$ cat src/rtl/data_mem_pkg.sv
// Shared constants for the data memory arbiter: widths, port ids and priority modes.
package data_mem_pkg;
  localparam int ADDR_W     = 6;
  localparam int DATA_W     = 32;
  localparam int HOLD_W     = 4;
  localparam int PORT_CPU   = 0;
  localparam int PORT_DMA   = 1;
  localparam int PRIO_RR    = 0;
  localparam int PRIO_FIXED = 1;
endpackage

$ cat src/rtl/data_mem_arb_pick.sv
// Combinational winner selection for the two-port data memory arbiter.
module data_mem_arb_pick
  import data_mem_pkg::*;
#(
  parameter int PRIORITY_MODE = PRIO_RR,
  parameter int MAX_HOLD      = 4
) (
  input  logic [1:0]        req_i,
  input  logic [1:0]        lock_i,
  input  logic              last_grant_i,
  input  logic [HOLD_W-1:0] hold_cnt_i,
  output logic              winner_o,
  output logic              any_grant_o
);

  logic owner_lock;
  logic owner_keep;

  // Owner's lock only matters when both ports contend; once its hold budget is
  // spent the other port is forced in, even under fixed priority.
  assign owner_lock = lock_i[last_grant_i];
  assign owner_keep = owner_lock && (hold_cnt_i < HOLD_W'(MAX_HOLD));

  always_comb begin
    any_grant_o = |req_i;
    winner_o    = last_grant_i;
    unique case (req_i)
      2'b01:   winner_o = 1'b0;
      2'b10:   winner_o = 1'b1;
      2'b11: begin
        if (owner_keep)                    winner_o = last_grant_i;
        else if (owner_lock)               winner_o = ~last_grant_i;
        else if (PRIORITY_MODE == PRIO_FIXED) winner_o = 1'b0;
        else                               winner_o = ~last_grant_i;
      end
      default: winner_o = last_grant_i;
    endcase
  end

endmodule

$ cat src/rtl/data_mem_arbiter.sv
// Shares the single-port data memory between the CPU LSU (port 0) and a
// secondary master (port 1); combinational grant, read data one cycle later.
module data_mem_arbiter #(
  parameter int ADDR_W        = data_mem_pkg::ADDR_W,
  parameter int DATA_W        = data_mem_pkg::DATA_W,
  parameter int PRIORITY_MODE = data_mem_pkg::PRIO_RR,
  parameter int MAX_HOLD      = 4
) (
  input  logic              CLK,
  input  logic              reset,
  input  logic              req0,
  input  logic              req1,
  input  logic              we0,
  input  logic              we1,
  input  logic              lock0,
  input  logic              lock1,
  input  logic [ADDR_W-1:0] addr0,
  input  logic [ADDR_W-1:0] addr1,
  input  logic [DATA_W-1:0] wdata0,
  input  logic [DATA_W-1:0] wdata1,
  output logic              gnt0,
  output logic              gnt1,
  output logic              rvalid0,
  output logic              rvalid1,
  output logic [DATA_W-1:0] rdata0,
  output logic [DATA_W-1:0] rdata1,
  output logic [ADDR_W-1:0] mem_addr,
  output logic              mem_MW,
  output logic [DATA_W-1:0] mem_wdata,
  input  logic [DATA_W-1:0] mem_rdata
);
  import data_mem_pkg::*;

  logic [1:0]             req, we, lock;
  logic [1:0][ADDR_W-1:0] addr;
  logic [1:0][DATA_W-1:0] wdata;

  logic                   last_grant_q, last_grant_d;
  logic [HOLD_W-1:0]      hold_cnt_q, hold_cnt_d;
  logic [1:0]             rvalid_q, rvalid_d;
  logic [1:0][DATA_W-1:0] rdata_q, rdata_d;

  logic winner, any_grant, xfer, addr_sel;

  assign req   = {req1, req0};
  assign we    = {we1, we0};
  assign lock  = {lock1, lock0};
  assign addr  = {addr1, addr0};
  assign wdata = {wdata1, wdata0};

  data_mem_arb_pick #(
    .PRIORITY_MODE (PRIORITY_MODE),
    .MAX_HOLD      (MAX_HOLD)
  ) u_pick (
    .req_i        (req),
    .lock_i       (lock),
    .last_grant_i (last_grant_q),
    .hold_cnt_i   (hold_cnt_q),
    .winner_o     (winner),
    .any_grant_o  (any_grant)
  );

  // Reset masks every grant so no memory write can slip through.
  assign xfer     = any_grant & ~reset;
  assign gnt0     = xfer & ~winner;
  assign gnt1     = xfer &  winner;
  assign addr_sel = any_grant ? winner : last_grant_q;

  assign mem_addr  = addr[addr_sel];
  assign mem_wdata = wdata[winner];
  assign mem_MW    = xfer & we[winner];

  always_comb begin
    last_grant_d = last_grant_q;
    hold_cnt_d   = '0;
    rvalid_d     = '0;
    rdata_d      = rdata_q;
    if (xfer) begin
      last_grant_d = winner;
      if (winner == last_grant_q)
        hold_cnt_d = (&hold_cnt_q) ? hold_cnt_q : hold_cnt_q + HOLD_W'(1);
      else
        hold_cnt_d = HOLD_W'(1);
      if (!we[winner]) begin
        rvalid_d[winner] = 1'b1;
        rdata_d[winner]  = mem_rdata;
      end
    end
  end

  always_ff @(posedge CLK) begin
    if (reset) begin
      last_grant_q <= 1'b1;
      hold_cnt_q   <= '0;
      rvalid_q     <= '0;
      rdata_q      <= '0;
    end else begin
      last_grant_q <= last_grant_d;
      hold_cnt_q   <= hold_cnt_d;
      rvalid_q     <= rvalid_d;
      rdata_q      <= rdata_d;
    end
  end

  // A response captured just before reset rises is dropped, not delivered.
  assign rvalid0 = rvalid_q[0] & ~reset;
  assign rvalid1 = rvalid_q[1] & ~reset;
  assign rdata0  = rdata_q[0];
  assign rdata1  = rdata_q[1];

endmodule

$ cat config.mk
export PLATFORM = sky130hd
export DESIGN_NAME = data_mem_arbiter
export DESIGN_NICKNAME = d
export VERILOG_FILES = /design/src/rtl/data_mem_pkg.sv /design/src/rtl/data_mem_arb_pick.sv /design/src/rtl/data_mem_arbiter.sv
export SDC_FILE = /design/constraint.sdc
export NUM_CORES = 1
export LEC_CHECK = 0
export CAP_MARGIN = 15
export CORE_MARGIN = 4
export CORE_UTILIZATION = 40
export CTS_BUF_LIST = sky130_fd_sc_hd__clkbuf_8
export CTS_CLUSTER_SIZE = 12
export DETAILED_ROUTE_END_ITERATION = 16
export PLACE_DENSITY = 0.92
export SLEW_MARGIN = 10
export SYNTH_ARGS = -nofsm -noshare
export SYNTH_HDL_FRONTEND = slang
export SYNTH_SLANG_ARGS = --single-unit
$ cat constraint.sdc
create_clock -name CLK -period 6.7 [get_ports CLK]
set_clock_uncertainty 0.1 [all_clocks]
set_input_delay 2.01 -clock CLK [delete_from_list [all_inputs] [get_ports CLK]]
set_output_delay 2.01 -clock CLK [all_outputs]
set_load 0.05 [all_outputs]
=== Word level (Yosys, flattened, before mapping) ===
Cells that the tools add are included.

* Register bits after elaboration: 71
* Output and inout bits: 107

* $add $sub $neg: 1
* $lt $le $gt $ge: 5
* Equality and inequality tests: 5
* Mux-type cells: 18
* Bitwise gates (word level): 12
* Reduce and logical (&&, ||, !) cells: 8

{| class="wikitable"
|+ Operators with widths
! cell !! count
|-
| 32-bit 2-to-1 mux || 3
|-
| 64-bit bitwise mux || 1
|-
| 32-bit demux with 1-bit select || 1
|-
| 6-bit 2-to-1 mux || 2
|-
| 1-bit 2-to-1 mux || 9
|-
| 1-bit AND || 6
|-
| 1-bit by 2-bit < comparator with 1-bit output, second input constant || 3
|-
| 1-bit inverter || 6
|-
| 3-bit OR reduction || 2
|-
| 4-bit by 1-bit adder with 4-bit output, second input constant || 1
|-
| 2-bit equality test, second input constant || 2
|-
| 4-bit by 3-bit < comparator with 1-bit output, second input constant || 1
|-
| 4-bit AND reduction || 1
|-
| 2-bit OR reduction || 2
|-
| 1-bit one-hot mux with 3 select lines || 1
|-
| 2-bit by 1-bit equality test with 1-bit output, second input constant || 1
|-
| 1-bit logical AND || 2
|-
| 2-bit != test, second input constant || 1
|-
| 2-bit AND reduction || 1
|-
| 1-bit demux with 1-bit select || 1
|-
| 1-bit equality test || 1
|-
| 1-bit greater-or-equal comparator, second input constant || 1
|}

=== Logic depth before layout (Yosys ltp) ===
* Word-level depth: 10
* Mapped depth: 8
* Depth with buffers taken out: 4

=== Modules after synthesis ===
Synthesis repeated with hierarchy kept, for this count alone.

* Cell total of the unflattened synthesis: 364
* Area total of the unflattened synthesis: 3040.4 um2

{| class="wikitable"
|+ Modules (own cells, without submodules)
! module !! times used !! cells an instance !! area an instance (um2) !! sequential area each (um2)
|-
| data_mem_arbiter || 1 || 357 || 2990.4 || 1421.4
|-
| data_mem_arb_pick || 1 || 7 || 50.0 || 0.0
|}

=== Least setup slack after synthesis ===
No wires, ideal clock.

* Kind: input -> output
* Start point: input port lock0
* End point: output port mem_MW
* Data arrival time: 3.795 ns
* Required time: 4.590 ns
* Setup slack: 0.795 ns
* Stages: 6
* Path buffers: 2
* Path through: or3b_1 clkbuf_1 a221oi_2 buf_2 mux2i_1 nor2_1

* Word-level cells in the longest chain between the ends: 8

{| class="wikitable"
|+ Ends and longest elaborated chain
! item !! RTL line !! RTL
|-
| from (decl) || data_mem_arbiter.sv:15 || <nowiki>input logic lock0,</nowiki>
|-
| 1-bit 2-to-1 mux (implied by the code) (2 in a row) || data_mem_arb_pick.sv:21 || <nowiki>assign owner_lock = lock_i[last_grant_i];</nowiki>
|-
| 1-bit logical AND || data_mem_arb_pick.sv:22 || <nowiki>assign owner_keep = owner_lock && (hold_cnt_i < HOLD_W'(MAX_HOLD));</nowiki>
|-
| 1-bit 2-to-1 mux || data_mem_arb_pick.sv:31 || <nowiki>if (owner_keep) winner_o = last_grant_i;</nowiki>
|-
| 1-bit one-hot mux with 3 select lines || data_mem_arb_pick.sv:27 || <nowiki>unique case (req_i)</nowiki>
|-
| 1-bit 2-to-1 mux (implied by the code) (2 in a row) || data_mem_arbiter.sv:71 || <nowiki>assign mem_MW = xfer & we[winner];</nowiki>
|-
| 1-bit AND || data_mem_arbiter.sv:71 ||
|-
| to (decl) || data_mem_arbiter.sv:28 || <nowiki>output logic mem_MW,</nowiki>
|}

Every way passes these cells. The select of a mux whose other input is x is not followed.

=== Worst setup path after layout ===
* Start point: input port lock0
* End point: output port gnt0

* Word-level cells in the longest chain between the ends: 7

{| class="wikitable"
|+ Ends and longest elaborated chain
! item !! RTL line !! RTL
|-
| 1-bit 2-to-1 mux (implied by the code) (2 in a row) || data_mem_arb_pick.sv:21 ||
|-
| 1-bit logical AND || data_mem_arb_pick.sv:22 ||
|-
| 1-bit 2-to-1 mux || data_mem_arb_pick.sv:31 ||
|-
| 1-bit one-hot mux with 3 select lines || data_mem_arb_pick.sv:27 ||
|-
| 1-bit inverter || data_mem_arbiter.sv:65 || <nowiki>assign gnt0 = xfer & ~winner;</nowiki>
|-
| 1-bit AND || data_mem_arbiter.sv:65 ||
|-
| to (decl) || data_mem_arbiter.sv:21 || <nowiki>output logic gnt0,</nowiki>
|}

Every way passes these cells. The select of a mux whose other input is x is not followed.

==> results.md <==
* WL final at 11.6 mm
* Seq cells post-synth at 71
* Initial DRC count at 139
* CTS tree: done
* Status: completed
* Drt wl/cell at 17.5 um
* Pwr Total at 1.20 mW
* Final worst-path cycle share at 95.6%
* Post-synth cell types at 33
* Cell depth of the worst setup path at 6
* Via count at 3293
* Fin area at 5770 um^2
* Maxcap violations at 0
* Mapped Area at 3350 um^2
* Slew Limit Fails at 0
* Port Buffer Count at 222
* Mapped Nets at 454
* # rows at 33
* Critical Path RT at 4.59 ns
* CP bufs+invs at 2
* Worst reg2reg endpoint: rdata1[24]
* Io pins at 223
* Initial core utilization at 41.0%
* RSZ-0062 raised after global routing: false
* Largest net degree at the start of global routing at 39
* FF-to-FF Start: last_grant_q
* Most frequent CP cell: clkdlybuf4s50_1
* Mapped Cells at 337
* PD cells at 208 nW/um^2
* Top Usage Layer GRT: met2
* Layout cells sized above 1 at 24.6%
* HPWL Detailed at 9.35 mm
* CP peak stage delay at 0.82 ns
* Final Critical Period at 6.41 ns
* Hold depth at 2
* Fin worst setup slack at 0.294 ns
* Die area at 9910 um^2
* CP Data Arrival Time at 4.30 ns
* First-pass GRT wire length at 17.7 mm
* Syn Area/Cell at 9.95 um^2
* Crit path launch type: input pin
* Maximum vdd ir drop at 135 uV
* PostCTS Resize Cnt at 0
* Skew-Pair Late Insertion Delay at 0.32 ns
* CP max FO at 6
* Final setup fails at 0
* Register clock-pin slew on the reported worst setup and hold paths at 0.08 ns
* Synth warn at 0
* Clk sinks at 71
* Drc violations at 0
* Layout fillers at 587
* Vias in the first global route at 3483
* Crit-path slowest cell: clkdlybuf4s50_1
* Initial antenna violation count at 1
* Global route overflow at 0
* H-tree depth at 3
* Share of the yosys chip area belonging to registers at 42.4%
* Worst R2R Setup Slack at 3.92 ns
* Synth top area share at 42.4%
* Met1 usage at 24.7%
* Antenna-violating nets left at 0
* Met2 Use GR at 40.9%
* Crit path from: lock0
* Post-CTS Repair Setup Buffers at 0
* Core box area at 8180 um^2
* Largest cells by area after synthesis: dfxtp_1 (42%), mux2_2 (14%), mux2_4 (13%)
* R2R depth at 5
* Aggregate global-route resource usage at 22.7%
* Inst Count DP at 647
* Layout area overhead at 72.1%
* Setup Total Neg Slack at 0 ns
* GPL Wtd Cong at 0.915
* Worst Hold Class: flop to flop
* Chip height at 99.5 um
* Clock root cell: clkbuf_8
* CTS max path bufs at 2
* DIE WIDTH at 99.5 um
* Drt via density at 4.96
* Final Hold Viols at 0
* Fin cells at 664
* Max Fclk at 156 MHz
* Endpoint type of the worst setup path: output port
* Yosys top cell by area: dfxtp_1
* 1st-pass router iterations at 4
* Crit-path leading delay family: buffers and inverters
* Met3 Track Usage GR at 7.08%
* Num CTS Buffers at 9
* Post-CTS Hold Buffers at 0
* Area post-placement at 5570 um^2
* Nets at 670
* Crit-path cells: clkdlybuf4s50_1, or3b_1, a22oi_1, nand2_1, nor2_1, clkdlybuf4s50_1
* Relative slew slack at 62.6%
* Least-Margin Pin Slew at 0.562 ns
* Static Leak at 2.34 nW
* CP Capture Point: gnt0
* Setup slack at placement at 0.298 ns
* CP Class: input pin to output port
-- power breakdown --
group | switching [mW] | internal, mW | total, mW
clock network | 0.155 | 0.170 | 0.326
registers | 0.0112 | 0.443 | 0.454
logic | 0.243 | 0.180 | 0.423
total | 0.410 | 0.792 | 1.20
-- through the flow --
step | utilization (%) | hold slack, ns
finish | 70.6 | 0.355
global route | 70.6 | 0.373
CTS | 70.5 | 0.358
detailed placement | 68.2 | 0.347
global placement | 68.2 | 0.342
floorplan | - | 0.411
-- cell usage after synthesis --
cell      number
a211o_1        1
a211oi_1       1
a21o_1         1
a21oi_1       33
a221o_1        1
a221oi_2       2
a22oi_1        1
a31oi_1        2
and4bb_2       1
buf_2          5
buf_6          4
clkbuf_1      15
dfxtp_1       71
ha_1           1
inv_1          3
mux2_2        41
mux2_4        29
mux2i_1        2
nand2_1       67
nand2b_1       2
nand3_1        2
nor2_1         5
nor2b_1       35
nor3_1         3
nor3b_1        1
o211ai_1       1
o21ba_2        1
o21bai_1       1
o311ai_0       1
or2_2          1
or3b_1         1
or4b_1         1
xnor2_1        1
-- worst min-delay path by stage --
| stage | from | endpoint | slack (ns) |
|---|---|---|---|
| finish | rdata0[10] | rdata0[10] | 0.36 |
| CTS | rdata0[10] | rdata0[10] | 0.36 |
| floorplan | hold_cnt_q[1] | hold_cnt_q[1] | 0.41 |
| detailed placement | rdata0[10] | rdata0[10] | 0.35 |
| global placement | rdata0[28] | rdata0[28] | 0.34 |
| global route | rdata0[10] | rdata0[10] | 0.37 |
-- state kept, by name (all words and copies together), names as in the netlist --
register      count
hold_cnt_q        4
last_grant_q      1
rdata0           32
rdata1           32
rvalid_q          2
-- worst reg2reg max path: cells and delay by family, from the launching register on --
family,cells,cell delay (ns)
multiplexers,1,0.33
AO/OA/AOI/OAI,1,0.08
flip-flops,1,0.45
AND/OR/NAND/NOR,2,1.33
buffers and inverters,1,0.37
-- cells by family after synthesis --
family                     count (synthesis)  share of synthesized area [%]
xor gates and xnor gates                   1                          0.261
AOI/OAI and AO/OA                         46                           8.44
buffers and inverters                     27                           4.11
muxes                                     72                           27.4
adders and majority gates                  1                          0.373
and+or+nand+nor                          119                           17.1
DFF                                       71                           42.4
-- metal layers --
metal	part of all wire (%)	up-vias
met5	0	-
met4	3.0	0
met3	8.0	18
met2	51	147
met1	38	1560
li1	-	1568
-- placed cells by master, fill, tap and decap left out, types with 3 or more instances in the layout --
master / n
nor3_1: 3
nand2_1: 67
buf_4: 45
dfxtp_1: 71
a21oi_1: 33
clkbuf_8: 9
nor2_1: 5
clkdlybuf4s50_1: 181
mux2_2: 41
inv_1: 6
clkinv_4: 3
mux2_4: 29
nor2b_1: 35
-- cell type report --
class | count | area [um^2] | share of cell area (%)
Antenna cell | 1 | 2.50 | 0.0434
Timing Repair Buffer | 229 | 2190 | 38.0
Tap cell | 105 | 131 | 2.28
Inverter | 3 | 11.3 | 0.195
Clock buffer | 9 | 124 | 2.15
Multi-Input combinational cell | 239 | 1820 | 31.5
Clock inverter | 7 | 67.6 | 1.17
Sequential cell | 71 | 1420 | 24.6
Power figures use the tool's default switching activity.
